## src/rtl/fsm_loop_pkg.sv

```systemverilog
// Shared definitions for loop-controller datapaths: strobe bit positions, default widths
// and helpers for decoding the controller's one-hot state strobes.
package fsm_loop_pkg;

    localparam int S0         = 0;
    localparam int S1         = 1;
    localparam int S2         = 2;
    localparam int S3         = 3;
    localparam int S4         = 4;
    localparam int S5         = 5;
    localparam int S6         = 6;
    localparam int NUM_STATES = 7;

    localparam int DEF_DATA_W = 16;
    localparam int DEF_ADDR_W = 8;
    localparam int DEF_LEN_W  = 8;
    localparam int DEF_ACC_W  = 40;

    typedef logic [NUM_STATES-1:0] strobe_t;

    function automatic logic onehot_ok(input strobe_t v);
        int n;
        n = 0;
        for (int k = 0; k < NUM_STATES; k++) begin
            n += int'(v[k]);
        end
        return (n <= 1);
    endfunction

    // Keeps only the lowest-index set bit so a faulty controller never fires two actions.
    function automatic strobe_t lowest_strobe(input strobe_t v);
        return v & (~v + strobe_t'(1));
    endfunction

endpackage

```

## src/rtl/fsm_loop_datapath_if.sv

```systemverilog
// Synchronous-read memory port: the datapath is master, the memory is slave.
// Read data is expected one cycle after mem_rd_en.
interface fsm_loop_datapath_if #(
    parameter int ADDR_W = 8,
    parameter int DATA_W = 16
) ();
    logic              mem_rd_en;
    logic [ADDR_W-1:0] mem_addr;
    logic [DATA_W-1:0] mem_rdata;

    modport master (output mem_rd_en, output mem_addr, input  mem_rdata);
    modport slave  (input  mem_rd_en, input  mem_addr, output mem_rdata);
endinterface

```

## src/rtl/fsm_loop_mac.sv

```systemverilog
// Multiply register plus accumulate register with sticky carry-out detection.
// Latency: product 1 cycle after mul_en, sum 1 cycle after acc_en; no backpressure.
// clr zeroes the accumulator and overflow flag but leaves the product register alone.
module fsm_loop_mac #(
    parameter int DATA_W = 16,
    parameter int ACC_W  = 40
) (
    input  logic              clk,
    input  logic              reset,
    input  logic              clr,
    input  logic              mul_en,
    input  logic              acc_en,
    input  logic [DATA_W-1:0] a,
    input  logic [DATA_W-1:0] b,
    output logic [ACC_W-1:0]  acc,
    output logic              overflow
);
    logic [2*DATA_W-1:0] prod_reg;
    logic [ACC_W:0]      sum;

    assign sum = {1'b0, acc} + (ACC_W+1)'(prod_reg);

    always_ff @(posedge clk or negedge reset) begin
        if (!reset) begin
            prod_reg <= '0;
            acc      <= '0;
            overflow <= 1'b0;
        end else begin
            if (mul_en) begin
                prod_reg <= (2*DATA_W)'(a) * (2*DATA_W)'(b);
            end
            if (clr) begin
                acc      <= '0;
                overflow <= 1'b0;
            end else if (acc_en) begin
                acc <= sum[ACC_W-1:0];
                if (sum[ACC_W]) begin
                    overflow <= 1'b1;
                end
            end
        end
    end
endmodule

```

## src/rtl/fsm_loop_datapath.sv

```systemverilog
// Loop datapath driven by a one-hot controller: per iteration read, multiply, accumulate.
// Latency: one strobe per stage; result and result_valid are presented during the final s6.
// No backpressure: the controller's strobes pace everything, idle cycles hold all state.
module fsm_loop_datapath
    import fsm_loop_pkg::*;
#(
    parameter int DATA_W = DEF_DATA_W,
    parameter int ADDR_W = DEF_ADDR_W,
    parameter int LEN_W  = DEF_LEN_W,
    parameter int ACC_W  = DEF_ACC_W
) (
    input  logic                clk,
    input  logic                reset,
    input  logic                start,
    input  logic [LEN_W-1:0]    len_in,
    input  logic [ADDR_W-1:0]   base_in,
    input  logic [DATA_W-1:0]   coef_in,
    input  logic                s0_ctrl_in,
    input  logic                s1_ctrl_in,
    input  logic                s2_ctrl_in,
    input  logic                s3_ctrl_in,
    input  logic                s4_ctrl_in,
    input  logic                s5_ctrl_in,
    input  logic                s6_ctrl_in,
    fsm_loop_datapath_if.master mem,
    output logic                B_ctrl_out0,
    output logic [ACC_W-1:0]    result,
    output logic                result_valid,
    output logic                overflow,
    output logic                ctrl_err
);
    strobe_t           st;
    strobe_t           act;
    logic              accept;
    logic [LEN_W-1:0]  i;
    logic [LEN_W:0]    i_next;
    logic [LEN_W-1:0]  len_reg;
    logic [ADDR_W-1:0] base_reg;
    logic [DATA_W-1:0] coef_reg;
    logic [DATA_W-1:0] data_reg;
    logic              cond_reg;
    logic [ACC_W-1:0]  result_reg;
    logic [ACC_W-1:0]  acc;

    assign st     = {s6_ctrl_in, s5_ctrl_in, s4_ctrl_in, s3_ctrl_in,
                     s2_ctrl_in, s1_ctrl_in, s0_ctrl_in};
    assign act    = lowest_strobe(st);
    assign accept = act[S0] & start;
    // One bit wider so the last index of a full-range trip count still compares correctly.
    assign i_next = {1'b0, i} + (LEN_W+1)'(1);

    always_ff @(posedge clk or negedge reset) begin
        if (!reset) begin
            i          <= '0;
            len_reg    <= '0;
            base_reg   <= '0;
            coef_reg   <= '0;
            data_reg   <= '0;
            cond_reg   <= 1'b0;
            result_reg <= '0;
            ctrl_err   <= 1'b0;
        end else begin
            if (!onehot_ok(st)) begin
                ctrl_err <= 1'b1;
            end
            if (accept) begin
                len_reg  <= len_in;
                base_reg <= base_in;
                coef_reg <= coef_in;
                i        <= '0;
            end
            if (act[S2]) begin
                data_reg <= mem.mem_rdata;
            end
            if (act[S5]) begin
                i        <= i_next[LEN_W-1:0];
                cond_reg <= (i_next < {1'b0, len_reg});
            end
            if (act[S6]) begin
                result_reg <= acc;
            end
        end
    end

    fsm_loop_mac #(
        .DATA_W (DATA_W),
        .ACC_W  (ACC_W)
    ) u_mac (
        .clk      (clk),
        .reset    (reset),
        .clr      (accept),
        .mul_en   (act[S3]),
        .acc_en   (act[S4]),
        .a        (data_reg),
        .b        (coef_reg),
        .acc      (acc),
        .overflow (overflow)
    );

    assign mem.mem_rd_en = act[S1] & reset;
    assign mem.mem_addr  = base_reg + ADDR_W'(i);
    assign B_ctrl_out0   = cond_reg;
    assign result_valid  = act[S6] & ~cond_reg & reset;
    // During s6 the committing value is forwarded so it lines up with the valid pulse.
    assign result        = act[S6] ? acc : result_reg;
endmodule

```

## src/flat_wrapper.sv

```systemverilog
// flat-port wrapper written by rule: the top's interface ports become plain ports
module fsm_loop_datapath_flat import fsm_loop_pkg::*;
#(
    parameter int DATA_W = DEF_DATA_W,
    parameter int ADDR_W = DEF_ADDR_W,
    parameter int LEN_W  = DEF_LEN_W,
    parameter int ACC_W  = DEF_ACC_W
)
  (clk, reset, start, len_in, base_in, coef_in, s0_ctrl_in, s1_ctrl_in, s2_ctrl_in, s3_ctrl_in, s4_ctrl_in, s5_ctrl_in, s6_ctrl_in, B_ctrl_out0, result, result_valid, overflow, ctrl_err, mem_mem_rd_en, mem_mem_addr, mem_mem_rdata);
  fsm_loop_datapath_if #(.ADDR_W(ADDR_W), .DATA_W(DATA_W)) mem_i ();
  input  logic clk;
  input  logic reset;
  input  logic start;
  input  logic [LEN_W-1:0] len_in;
  input  logic [ADDR_W-1:0] base_in;
  input  logic [DATA_W-1:0] coef_in;
  input  logic s0_ctrl_in;
  input  logic s1_ctrl_in;
  input  logic s2_ctrl_in;
  input  logic s3_ctrl_in;
  input  logic s4_ctrl_in;
  input  logic s5_ctrl_in;
  input  logic s6_ctrl_in;
  output logic B_ctrl_out0;
  output logic [ACC_W-1:0] result;
  output logic result_valid;
  output logic overflow;
  output logic ctrl_err;
  output wire logic [$bits(mem_i.mem_rd_en)-1:0] mem_mem_rd_en;
  output wire logic [$bits(mem_i.mem_addr)-1:0] mem_mem_addr;
  input wire logic [$bits(mem_i.mem_rdata)-1:0] mem_mem_rdata;
  assign mem_mem_rd_en = mem_i.mem_rd_en;
  assign mem_mem_addr = mem_i.mem_addr;
  assign mem_i.mem_rdata = mem_mem_rdata;
  fsm_loop_datapath #(.DATA_W(DATA_W), .ADDR_W(ADDR_W), .LEN_W(LEN_W), .ACC_W(ACC_W)) u_core (.clk(clk), .reset(reset), .start(start), .len_in(len_in), .base_in(base_in), .coef_in(coef_in), .s0_ctrl_in(s0_ctrl_in), .s1_ctrl_in(s1_ctrl_in), .s2_ctrl_in(s2_ctrl_in), .s3_ctrl_in(s3_ctrl_in), .s4_ctrl_in(s4_ctrl_in), .s5_ctrl_in(s5_ctrl_in), .s6_ctrl_in(s6_ctrl_in), .mem(mem_i), .B_ctrl_out0(B_ctrl_out0), .result(result), .result_valid(result_valid), .overflow(overflow), .ctrl_err(ctrl_err));
endmodule
```

## config.mk

```make
export PLATFORM = sky130hd
export DESIGN_NAME = fsm_loop_datapath_flat
export DESIGN_NICKNAME = d
export VERILOG_FILES = /design/src/rtl/fsm_loop_pkg.sv /design/src/rtl/fsm_loop_datapath_if.sv /design/src/rtl/fsm_loop_mac.sv /design/src/rtl/fsm_loop_datapath.sv /design/src/flat_wrapper.sv
export SDC_FILE = /design/constraint.sdc
export NUM_CORES = 1
export LEC_CHECK = 0
export CAP_MARGIN = 10
export CORE_UTILIZATION = 55
export CTS_BUF_LIST = sky130_fd_sc_hd__clkbuf_8
export DETAILED_ROUTE_END_ITERATION = 8
export PLACE_DENSITY = 0.75
export SYNTH_ARGS = -nofsm -noshare
export SYNTH_HDL_FRONTEND = slang
export SYNTH_SLANG_ARGS = --single-unit
```

## constraint.sdc

```tcl
create_clock -name clk -period 7.2 [get_ports clk]
set_input_delay 1.44 -clock clk [delete_from_list [all_inputs] [get_ports clk]]
set_output_delay 1.44 -clock clk [all_outputs]
set_load 0.005 [all_outputs]
```

==> qor.yml <==
cp.depth: 19
syn_inst: 1901
min_path_type: "reg2reg"
worst-path-buf-inv: 3
drv_slew: 0
initial_utilization_pct: 56.4
synth_seq_area_share_pct: 24.6
path_delay_family: "adder cells"
drive_gt1_share_pct: 5.39
io_buffers: 110
worst_path_most_repeated_cell: "fa_1"
syn_area_per_cell_sq_um: 9.15
yosys.cell_types.count: 57
setup_tns_ns: 0
hold_path_depth: 2
core_area_sq_um: 30800
wl_mm: 41.3
drv_cap: 0
die_area_sq_um: 32300
wl_per_cell_microns: 17.5
ioPinCount: 111
first_global_vias: 13800
min_period_ns: 6.71
worst_r2r_path_depth: 19
cp_max_fo: 17
violations: "design-rule violations"
yosys_warnings: 0
multi_input_area_sq_um: 11800
instances_no_fill: 2362
cts_sinks: 171
clk_path_buf_depth: 2
crit_required_ns: 7.59
async_reset_ff_share_pct: 100
critPathKind: "reg2reg"
clk_pin_slew_ns: 0.10
synth_enable_flop_cells: 0
num_vias: 13300
syn-num-nets: 2315
syn_to_final_growth_pct: 9.89
fmax_mhz: 149
drt_iter0_markers: 810
finalHoldViolations: 0
dpl.cell_count: 2331
root_buffer: "clkbuf_8"
ctsResizeCount: 0
grt_max_degree: 127
cp_data_arrival_time_ns: 7.10
synth_seq_cells: 171
ys.flop_type: "dfrtp_1"
insertion_delay_ns: 0.51
hpwl_mm: 31.7
post-cts-setup-buffers: 0
rows: 64
syn_area_sq_um: 17400
antenna_found_initial: 0
cts_tree: "built"
seq_area_sq_um: 4280
fillers: 2594
viasPerCell: 5.61
grt_util_all_layers_pct: 27.2
skew_ns: 0.0185
drc_errors: 7
globalRouteOverflowTotal: 0
slowest_stage: "dfrtp_1"
firstDrtPassIters: 8
die_h_microns: 180
hold_buffers: 0
endpoint_kind: "flop"
final-setup-viol-count: 0
htree_levels: 4
tightest_slew_ns: 0.955
status: "finished with violations"
min_period_over_period_pct: 93.2
cts_buffers: 17
insertedDiodeCount: 0
slew_headroom_pct: 36.2
startpoint_type: "flop"
place.gp.congestion: 0.899
ant_nets: 0
rsz0062_at_grt: "no"
die_w_microns: 180
critical_path.max_stage_delay_ns: 0.77
grt_pass1_wl_mm: 70.0
critical_path.cell_chain: "nand2_1 -> fa_1 -> inv_1 -> fa_1 -> fa_1 -> fa_1 -> fa_1 -> inv_1 -> fa_1 -> inv_1 -> ha_1 -> a21oi_1 -> o211ai_1 -> a22oi_1 -> a21boi_0 -> a21oi_1 -> o21ai_0 -> o21a_1 -> o311ai_0"
fin_nets: 2368
## cell usage after synthesis (all sizes together), types with 4 or more instances
cell / instances / area share, %
inv: 260 / 5.6
or4: 4 / 0.17
xor2: 22 / 1.1
nand2b: 10 / 0.36
a21o: 28 / 1.2
buf: 9 / 0.23
nand3: 30 / 0.86
clkbuf: 76 / 1.6
mux2: 56 / 3.6
and4: 4 / 0.20
fa: 199 / 23
o31ai: 15 / 0.65
nand4: 21 / 0.76
and2: 132 / 4.7
and3: 14 / 0.50
o21ai: 74 / 2.1
nand2: 338 / 7.3
ha: 157 / 11
nor3: 13 / 0.37
o211ai: 7 / 0.30
nor2: 45 / 0.97
or3: 5 / 0.18
o21a: 11 / 0.47
dfrtp: 171 / 25
o21bai: 13 / 0.56
a31oi: 9 / 0.36
xnor2: 37 / 1.9
nor2b: 8 / 0.29
a211oi: 8 / 0.35
a21oi: 91 / 2.6
## tightest hold or removal path, stage by stage (launching register included)
cell and delay (ns):
dfrtp_1 0.35, nand2_1 0.05, nand2_1 0.06
## path summary, 6_finish.rpt
kind | start | to | slack (ns)
max | u_core.coef_reg[12] | u_core.u_mac.prod_reg[30] | 0.49
min | u_core.len_reg[0] | u_core.len_reg[0] | 0.49
max reg2reg | u_core.coef_reg[12] | u_core.u_mac.prod_reg[30] | 0.49
min reg2reg | u_core.len_reg[0] | u_core.len_reg[0] | 0.49
max in group asynchronous | reset | u_core.result_reg[1] | 5.25
min in group asynchronous | reset | u_core.result_reg[19] | 0.86
## logic make-up after synthesis
logic type               Yosys count  synth area share (%)
multiplexers                      59                  3.80
buffers and inverters            345                  7.48
AND/OR/NAND/NOR                  629                  17.0
AO/OA/AOI/OAI                    282                  10.0
flip-flops                       171                  24.6
XOR/XNOR                          59                  2.97
adder cells (fa/ha/maj)          356                  34.2
## stage by stage
| stage | setup WS, ns | cell area, sq um | hold slack (ns) | utilization [%] |
|---|---|---|---|---|
| 4_1_cts | 0.499 | 19100 | 0.494 | 62.0 |
| 3_5_place_dp | 0.532 | 18800 | 0.470 | 60.8 |
| 3_3_place_gp | 0.760 | 18800 | 0.463 | 60.8 |
| 5_1_grt | 0.0178 | 19100 | 0.520 | 62.0 |
| 2_1_floorplan | 1.17 | 17400 | 0.440 | - |
| 6_report | 0.491 | 19100 | 0.486 | 62.0 |
## cells in the final DEF (no fill, tap or decap), drive strengths merged, types with 10 or more instances in the layout
cell           netlist  final
a21o                28     28
and2               132    132
a21oi               91     91
nor2                45     45
fa                 199    199
nand4               21     21
and3                14     14
inv                260    266
mux2                56     56
nand2b              10     10
o31ai               15     15
buf                  9     10
clkdlybuf4s50        0    109
nand3               30     30
clkbuf              76     18
nor3                13     13
dfrtp              171    171
o21bai              13     13
nand2              338    338
xor2                22     22
ha                 157    157
o21a                11     11
o21ai               74     74
xnor2               37     37
## final cells by class
type | count | area share [%]
Clock inverter | 13 | 0.589
Tap cell | 396 | 2.59
Clock buffer | 18 | 1.30
Timing Repair Buffer | 119 | 6.19
Multi-Input combinational cell | 1385 | 61.8
Inverter | 260 | 5.11
Sequential cell | 171 | 22.4
## per-layer routing
layer / GRT usage, % / part of all wire [%] / wire [microns] / up-vias
met1: 36.2 / 44 / 18400 / 6549
met2: 44.8 / 47 / 19400 / 412
met4: 7.69 / 2.3 / 937 / 0
met5: 0 / 0 / 0 / -
li1: - / - / - / 6239
met3: 6.00 / 6.2 / 2580 / 53
Power is not shown: default switching activity piles up to over one toggle a cycle in this logic, so the estimate is an artifact.
